===== config.mk =====
export PLATFORM = sky130hd
export DESIGN_NAME = debounce3
export DESIGN_NICKNAME = d
export VERILOG_FILES = /design/src/rtl/debounce3.sv
export SDC_FILE = /design/constraint.sdc
export NUM_CORES = 1
export LEC_CHECK = 0
export BUFFER_PORTS_ARGS = -buffer_cell sky130_fd_sc_hd__buf_2
export CORE_ASPECT_RATIO = 1.75
export CORE_UTILIZATION = 42
export CTS_CLUSTER_SIZE = 28
export DETAILED_ROUTE_END_ITERATION = 16
export PLACE_DENSITY = 0.65
export SETUP_SLACK_MARGIN = 0.05
export SYNTH_ARGS = -nofsm -noshare
export SYNTH_HDL_FRONTEND = slang
export SYNTH_SLANG_ARGS = --single-unit
export TNS_END_PERCENT = 50

===== constraint.sdc =====
create_clock -name clk -period 3.48 [get_ports clk]
set_clock_uncertainty 0.1 [all_clocks]
set_input_delay 0.174 -clock clk [delete_from_list [all_inputs] [get_ports clk]]
set_output_delay 0.174 -clock clk [all_outputs]
set_load 0.01 [all_outputs]

===== src/rtl/debounce3.sv =====
// debounce3 - three-channel switch conditioner feeding the 3-input AND stage.
//
// Each raw switch level is synchronised with two flops, then debounced by a
// small FSM and a CNT_W-bit down-counter. A new level is accepted only if it
// holds for 2^CNT_W+1 consecutive synchronised samples. Every channel runs
// independently; only clk and reset_n are shared.
//
// Ports:
//   clk      - system clock, all logic on the rising edge
//   reset_n  - synchronous active-low reset
//   sw_in    - raw asynchronous switch levels (bit0->a, bit1->b, bit2->c)
//   db_out   - debounced registered levels for the AND stage
//   db_rise  - one-cycle pulse per channel when db_out[i] goes 0->1
//   db_fall  - one-cycle pulse per channel when db_out[i] goes 1->0
module debounce3 #(
  parameter int unsigned CNT_W = 20
) (
  input  logic       clk,
  input  logic       reset_n,
  input  logic [2:0] sw_in,
  output logic [2:0] db_out,
  output logic [2:0] db_rise,
  output logic [2:0] db_fall
);

  localparam logic [1:0] ZERO  = 2'd0;
  localparam logic [1:0] WAIT1 = 2'd1;
  localparam logic [1:0] ONE   = 2'd2;
  localparam logic [1:0] WAIT0 = 2'd3;

  logic [2:0]       s1;
  logic [2:0]       s2;
  logic [1:0]       state [3];
  logic [CNT_W-1:0] cnt   [3];

  always_ff @(posedge clk) begin
    if (!reset_n) begin
      s1      <= '0;
      s2      <= '0;
      db_out  <= '0;
      db_rise <= '0;
      db_fall <= '0;
      for (int unsigned i = 0; i < 3; i++) begin
        state[i] <= ZERO;
        cnt[i]   <= '0;
      end
    end else begin
      s1      <= sw_in;
      s2      <= s1;
      // Pulses default low; a commit below raises them for exactly one cycle.
      db_rise <= '0;
      db_fall <= '0;
      for (int unsigned i = 0; i < 3; i++) begin
        case (state[i])
          ZERO: begin
            if (s2[i]) begin
              state[i] <= WAIT1;
              cnt[i]   <= '1;
            end
          end
          WAIT1: begin
            if (!s2[i]) begin
              state[i] <= ZERO;
            end else if (cnt[i] != '0) begin
              cnt[i] <= cnt[i] - 1'b1;
            end else begin
              state[i]   <= ONE;
              db_out[i]  <= 1'b1;
              db_rise[i] <= 1'b1;
            end
          end
          ONE: begin
            if (!s2[i]) begin
              state[i] <= WAIT0;
              cnt[i]   <= '1;
            end
          end
          WAIT0: begin
            if (s2[i]) begin
              state[i] <= ONE;
            end else if (cnt[i] != '0) begin
              cnt[i] <= cnt[i] - 1'b1;
            end else begin
              state[i]   <= ZERO;
              db_out[i]  <= 1'b0;
              db_fall[i] <= 1'b1;
            end
          end
          default: begin
            state[i] <= ZERO;
          end
        endcase
      end
    end
  end

endmodule


==> results of run 1 <==
## per-stage QoR
| step | hold slack [ps] | util [%] | instances | worst slack (ps) | total power, W |
|---|---|---|---|---|---|
| global route | 216 | 47.7 | 554 | 353 | 0.00447 |
| global placement | 280 | 45.0 | 537 | 726 | 0.00331 |
| CTS | 196 | 47.7 | 554 | 610 | 0.00420 |
| floorplan | 201 | - | 410 | 941 | 0.00300 |
| finish | 211 | 47.7 | 554 | 624 | 0.00417 |
| detailed placement | 286 | 45.0 | 537 | 631 | 0.00338 |
## worst min-delay path by stage
stage             start               end  slack [ps]
2_1_floorplan  sw_in[0]  s1[0]$_SDFF_PN0_         200
3_3_place_gp   sw_in[0]  s1[0]$_SDFF_PN0_         280
3_5_place_dp   sw_in[0]  s1[0]$_SDFF_PN0_         290
4_1_cts         reset_n  s2[0]$_SDFF_PN0_         200
5_1_grt         reset_n  s1[0]$_SDFF_PN0_         220
6_report        reset_n  s2[0]$_SDFF_PN0_         210
## placed cells by master, fill, tap and decap left out, types with 4 or more instances in the layout
| cell | synthesis | routed |
|---|---|---|
| edfxtp_1 | 66 | 66 |
| a21oi_1 | 43 | 43 |
| xnor2_1 | 36 | 36 |
| nor2_1 | 27 | 27 |
| nand2_1 | 21 | 21 |
| nor3_1 | 21 | 20 |
| a22oi_1 | 19 | 19 |
| xor2_1 | 16 | 16 |
| dfxtp_1 | 15 | 15 |
| buf_2 | 6 | 13 |
| inv_1 | 11 | 11 |
| nor4_1 | 11 | 11 |
| or3_1 | 10 | 10 |
| clkbuf_16 | 0 | 9 |
| o21ai_0 | 8 | 8 |
| or4_1 | 7 | 7 |
| nor3b_1 | 7 | 6 |
| and2_1 | 6 | 6 |
| buf_4 | 2 | 6 |
| nand4_1 | 5 | 5 |
| o31ai_1 | 5 | 5 |
| nand3_1 | 5 | 5 |
| nand2b_1 | 4 | 4 |
| a31oi_1 | 4 | 4 |
| o21a_1 | 4 | 4 |
| nor4_2 | 4 | 4 |
| ha_1 | 4 | 4 |
## worst max-delay path, cell delays in order (launching register included)
cell      delay (ps)
edfxtp_1         430
inv_1             80
ha_1             190
nor4b_1          440
nand3_1          140
buf_4            200
o21a_1           220
nand2b_1         590
## layer usage
| layer | vias up | track usage, % | part of all wire (%) |
|---|---|---|---|
| met3 | 10 | 2.78 | 1.4 |
| met4 | 0 | 11.8 | 1.8 |
| met5 | - | 0 | 0 |
| met2 | 39 | 33.0 | 56 |
| li1 | 1570 | - | - |
| met1 | 1582 | 19.3 | 40 |
## kinds of logic after synthesis
group / after synthesis
XOR/XNOR: 53
AO/OA/AOI/OAI: 94
adder cells (fa/ha/maj): 4
multiplexers: 2
flip-flops: 81
buffers and inverters: 32
AND/OR/NAND/NOR: 144
## where the power goes
group | total [W] | switching, W | internal (W)
registers | 0.00202 | 0.000431 | 0.00159
clock network | 0.000799 | 0.000329 | 0.000471
logic | 0.00136 | 0.000748 | 0.000607
total | 0.00417 | 0.00151 | 0.00267
## flip-flops by register name (all words and copies together), names as in the netlist
name / flops
state: 6
s1: 3
db_rise: 3
s2: 3
db_out: 3
db_fall: 3
cnt: 60
## layout make-up
type,count,share of cell area [%]
sequential,81,46.7
multi-input combinational,297,40.8
clock buffer,12,4.84
timing repair buffer,23,3.28
tap,127,3.25
inverter,12,0.922
clock inverter,2,0.154
## repair_timing
| action | in CTS | in global routing |
|---|---|---|
| hold endpoints to repair | 3 | 0 |
| setup endpoints to repair | 0 | 0 |
| hold buffers | 3 | 0 |
==> summary.txt, run 1 <==
outcome -> complete, no violations
io pins -> 14
DRC errors left -> 0
Worst-Skew Late Latency -> 320 ps
Reg2Reg Depth -> 7
maximum root-to-sink buffer count -> 2
mux cell area share after synthesis -> 0.454%
DR vias -> 3201
Initial Util -> 43.1%
largest family of logic cells by synthesized area -> simple AND/OR/NAND/NOR gates
area of the multi-input gates -> 0.00199 mm2
synthesis-stage register bit count -> 81
initial antenna violation count -> 0
Leakage -> 1.65 nW
synthesized area -> 0.00441 mm2
setup_tns -> 0 ps
Die W -> 79.5 um
Post-synth top flop -> edfxtp_1
Synth async-reset ratio -> 0%
hold path depth -> 2
Hold WC Path Type -> in2reg
max-slew violations -> 0
crit path launch -> cnt[0][0]$_SDFFCE_PN0P_
ANT cells -> 0
drt first pass iters -> 4
Area growth syn-to-layout -> 10.8%
Slew @ Worst Pin -> 1250 ps
EDFF count, synth -> 66
maximum vdd drop -> 0.387 mV
register area share after synthesis -> 51.8%
total grt overflow -> 0
Post-Synth XOR/XNOR Area -> 10.9%
Crit Path Max Fanout -> 20
area leader, netlist -> edfxtp_1
Core ar. -> 0.0102 mm2
nets -> 433
top cells by area, synth -> edfxtp_1, xnor2_1, dfxtp_1
fmax -> 350 MHz
pin count of the biggest net entering global routing -> 61
Synth top area share -> 44.9%
Storage cell area -> 0.00228 mm2
Clk Tree Root Cell -> clkbuf_16
clk slew on worst S/H paths -> 60 ps
Final HPWL DP -> 6120 um
H-tree depth -> 3
TritonCTS buffer count -> 9
crit share post-route -> 82.1%
Final ANT Viol Nets -> 0
PwrDens -> 855 mW/mm2
Final Cell Area -> 0.00488 mm2
Yosys cell types -> 51
first-pass GRT wire length -> 15300 um
flop2flop setup slack -> 620 ps
CP endpoint -> cnt[0][6]$_SDFFCE_PN0P_
Slew headroom -> 16.1%
RSZ-0062 raised after global routing -> no
Row Count -> 49
Adder-Cell Fraction of Synth Area -> 1.14%
CP required -> 3250 ps
Final Hold Fails -> 0
Via density -> 5.78
Routed WL -> 9090 um
synth cell count leaders -> edfxtp_1, a21oi_1, xnor2_1, nor2_1
vias in the first global route -> 3299
Syn Nets -> 419
type of origin of the critical path -> register
DR iter-0 viols -> 193
Ys Warns -> 0
fraction of layout cells with a size suffix above 1 -> 10.1%
Die H -> 138 um
Worst Path Arrival -> 2630 ps
min Tclk post-route -> 2860 ps
Compound-Gate Fraction of Synth Area -> 13.5%
Worst setup EP type -> register
Final Setup Violations -> 0
most frequent cell after synthesis -> edfxtp_1
clk sink count -> 81
CTS tree -> yes
worst r2r src -> cnt[0][0]$_SDFFCE_PN0P_
Post-Synth Simple-Gate Area -> 19.0%
Reg-to-Reg End -> cnt[0][6]$_SDFFCE_PN0P_
Cell Area, Placed -> 0.00461 mm2
GP Congestion -> 0.818
Total Die Area -> 0.0109 mm2
MaxCap Viol Count -> 0
syn_area_per_cell -> 10.8 um2
gr usage total -> 18.3%
Post-CTS Setup Bufs -> 0
number of port buffers -> 13
Fill cells -> 941
CTS resizes -> 0
Setup CP Type -> reg2reg
Syn Inst Count -> 410
Routed wire per std cell -> 16.4 um
No activity file was read; power rests on OpenSTA's default activity.
==> inputs of run 2 (changes only) <==
--- a/config.mk
+++ b/config.mk
@@ -10,7 +10,7 @@
 export CORE_UTILIZATION = 42
 export CTS_CLUSTER_SIZE = 28
 export DETAILED_ROUTE_END_ITERATION = 16
-export PLACE_DENSITY = 0.65
+export PLACE_DENSITY = 0.67
 export SETUP_SLACK_MARGIN = 0.05
 export SYNTH_ARGS = -nofsm -noshare
 export SYNTH_HDL_FRONTEND = slang
==> constraint.sdc (replaced) <==
create_clock -name clk -period 2.3 [get_ports clk]
set_clock_uncertainty 0.1 [all_clocks]
set_input_delay 0.115 -clock clk [delete_from_list [all_inputs] [get_ports clk]]
set_output_delay 0.115 -clock clk [all_outputs]
set_load 0.01 [all_outputs]
==> run 2 against run 1 <==
The run now ends with setup timing left. Via count increased by 15%. Global-route usage increased by 2.9 points. Total power increased by 100%. Final area increased by 28%. Combinational power increased to 3.0 times the previous value. Sequential share of layout area decreased by 10 points. Sequential power increased by 39%. Worst hold slack improved by 11 ps. Critical path depth increased by 2. Critical path type unchanged.
==> summary.txt, run 2 (same netlist as run 1, synthesis figures left out) <==
fmax -> 405 MHz (+16%)
setup_tns -> -7670 ps (-7670 ps)
DR iter-0 viols -> 223 (+16%)
Clk Tree Root Cell -> clkbuf_16
CTS tree -> yes
RSZ-0062 raised after global routing -> yes
CP required -> 2270 ps (-980 ps)
maximum root-to-sink buffer count -> 2 (unchanged)
outcome -> complete, but fails checks
Final Setup Violations -> 78 (+78)
Final HPWL DP -> 7040 um (+15%)
Largest regs -> cnt (60), state (6)
DR vias -> 3689 (+15%)
hold path depth -> 3 (+1)
total grt overflow -> 0 (unchanged)
first-pass GRT wire length -> 17400 um (+13%)
flop2flop setup slack -> -170 ps (-790 ps)
pin count of the biggest net entering global routing -> 24 (-61%)
Worst Path Arrival -> 2440 ps (-190 ps)
type of origin of the critical path -> register
Largest register FFs -> 60 (unchanged)
Setup CP Type -> reg2reg
Routed WL -> 11500 um (+26%)
Area growth syn-to-layout -> 41.9%
violated checks -> setup timing
Hold WC Path Type -> in2reg
fraction of layout cells with a size suffix above 1 -> 37.9% (+28 points)
max-slew violations -> 0 (unchanged)
Routed wire per std cell -> 17.4 um (+5.7%)
sequential fraction of design power -> 33.2% (-15 points)
Slew headroom -> 50.1% (+34 points)
GP Congestion -> 0.817 (-0.17%)
Largest Register -> cnt
H-tree depth -> 3 (unchanged)
most frequent cells in the layout -> buf_4, edfxtp_1, xnor2_1, nor2_1, a21oi_1
io pins -> 14 (unchanged)
Setup WS pre-CTS -> -235 ps (-865 ps)
non-filler cells, final -> 660 (+19%)
Row Count -> 49 (unchanged)
clock share of power -> 18.3% (-0.8 points)
Die H -> 138 um (unchanged)
gr usage total -> 21.2% (+2.9 points)
commonest non-fill, non-tap cell in the layout -> buf_4
Worst setup EP type -> register
min Tclk post-route -> 2470 ps (-386 ps)
Via density -> 5.59 (-3.3%)
clk sink count -> 81 (unchanged)
initial antenna violation count -> 0 (unchanged)
nets -> 537 (+24%)
switching power total -> 0.00297 W (+97%)
maximum vdd drop -> 0.770 mV (+99%)
final worst setup slack -> -170 ps (-794 ps)
Reg-to-Reg End -> cnt[0][10]$_SDFFCE_PN0P_
drt first pass iters -> 4 (unchanged)
Final ANT Viol Nets -> 0 (unchanged)
Final Util -> 61.1% (+13 points)
worst hold endpoint -> s2[0]$_SDFF_PN0_
Die W -> 79.5 um (unchanged)
Post-Place Cells -> 620 (+15%)
worst r2r src -> cnt[1][0]$_SDFFCE_PN0P_
number of port buffers -> 13 (unchanged)
MaxCap Viol Count -> 0 (unchanged)
Leakage -> 2.32 nW (+40%)
Slew @ Worst Pin -> 746 ps (-505 ps)
Logic pwr share -> 48.5% (+16 points)
Hold Crit Start -> reset_n
ANT cells -> 0 (unchanged)
Core ar. -> 0.0102 mm2 (unchanged)
clk slew on worst S/H paths -> 60 ps (about the same)
DRC errors left -> 0 (unchanged)
Worst-Skew Late Latency -> 340 ps (+20 ps)
crit share post-route -> 107% (+25 points)
Final Hold Fails -> 0 (unchanged)
Reg2Reg Depth -> 9 (+2)
Total Die Area -> 0.0109 mm2 (unchanged)
vias in the first global route -> 3801 (+15%)
Net Sw Frac -> 35.2% (-0.93 points)
TritonCTS buffer count -> 9 (unchanged)
Int Pwr -> 0.00548 W (+110%)
Initial Util -> 43.1% (unchanged)
PwrDens -> 1350 mW/mm2 (+58%)
Crit Path Max Fanout -> 5 (-75%)
[run 2: repair_timing]
action,4_1_cts,5_1_grt
buffers inserted,7,4
endpoints found under the setup margin,83,89
endpoints found under the hold margin,3,0
gates cloned,7,3
hold buffers,3,0
pin swaps,6,7
resized for setup,26,29
[run 2: how the worst max path moves through the flow]
stage	from	to	slack [ps]	depth (start not counted)
final	cnt[1][0]$_SDFFCE_PN0P_	cnt[0][10]$_SDFFCE_PN0P_	-170	9
after global routing	cnt[1][0]$_SDFFCE_PN0P_	cnt[0][10]$_SDFFCE_PN0P_	-230	9
after CTS	cnt[1][13]$_SDFFCE_PN0P_	cnt[1][19]$_SDFFCE_PN0P_	-130	6
after detailed placement	cnt[2][0]$_DFFE_PP_	cnt[2][14]$_DFFE_PP_	-230	6
after global placement	cnt[2][0]$_DFFE_PP_	cnt[2][4]$_DFFE_PP_	-160	6
after floorplan	cnt[1][12]$_SDFFCE_PN0P_	cnt[2][10]$_DFFE_PP_	-120	6
[run 2: power by group through the flow]
| stage | clock network [W] | logic [W] | registers (W) |
|---|---|---|---|
| global placement | 0 | 0.00320 | 0.00278 |
| finish | 0.00154 | 0.00410 | 0.00281 |
| floorplan | 0 | 0.00182 | 0.00289 |
| detailed placement | 0 | 0.00328 | 0.00281 |
| CTS | 0.00157 | 0.00377 | 0.00279 |
| global route | 0.00162 | 0.00442 | 0.00287 |
[run 2: cell type report]
type | instances | area [um2]
fillers | 767 | 3980
flip-flops and latches | 81 | 2280
multi-input cells | 300 | 2320
clock buffers | 9 | 225
inverters | 12 | 45.0
well taps | 127 | 159
clock inverters | 7 | 95.1
repair buffers | 124 | 1130
[run 2: layer usage]
layer	GRT usage, %	up-vias	part of all wire [%]
met2	42.1	65	59
li1	-	1782	-
met4	10.8	0	4.0
met3	4.37	28	2.2
met5	0	-	0
met1	19.4	1814	35
[run 2: worst max-delay path, stage by stage, from the launching register on]
cell	delay, ps
edfxtp_1	410
inv_1	90
ha_1	170
nor3b_4	240
nand4_1	220
o21a_1	290
o31ai_4	190
buf_6	170
bufbuf_16	270
a21oi_1	60
[run 2: per-stage QoR]
stage,area (um2),hold WS (ps),power (W)
after floorplan,4540,142,0.00472
after global placement,5350,221,0.00598
after detailed placement,5350,226,0.00609
after CTS,6010,210,0.00813
after global routing,6260,228,0.00892
final,6260,222,0.00845
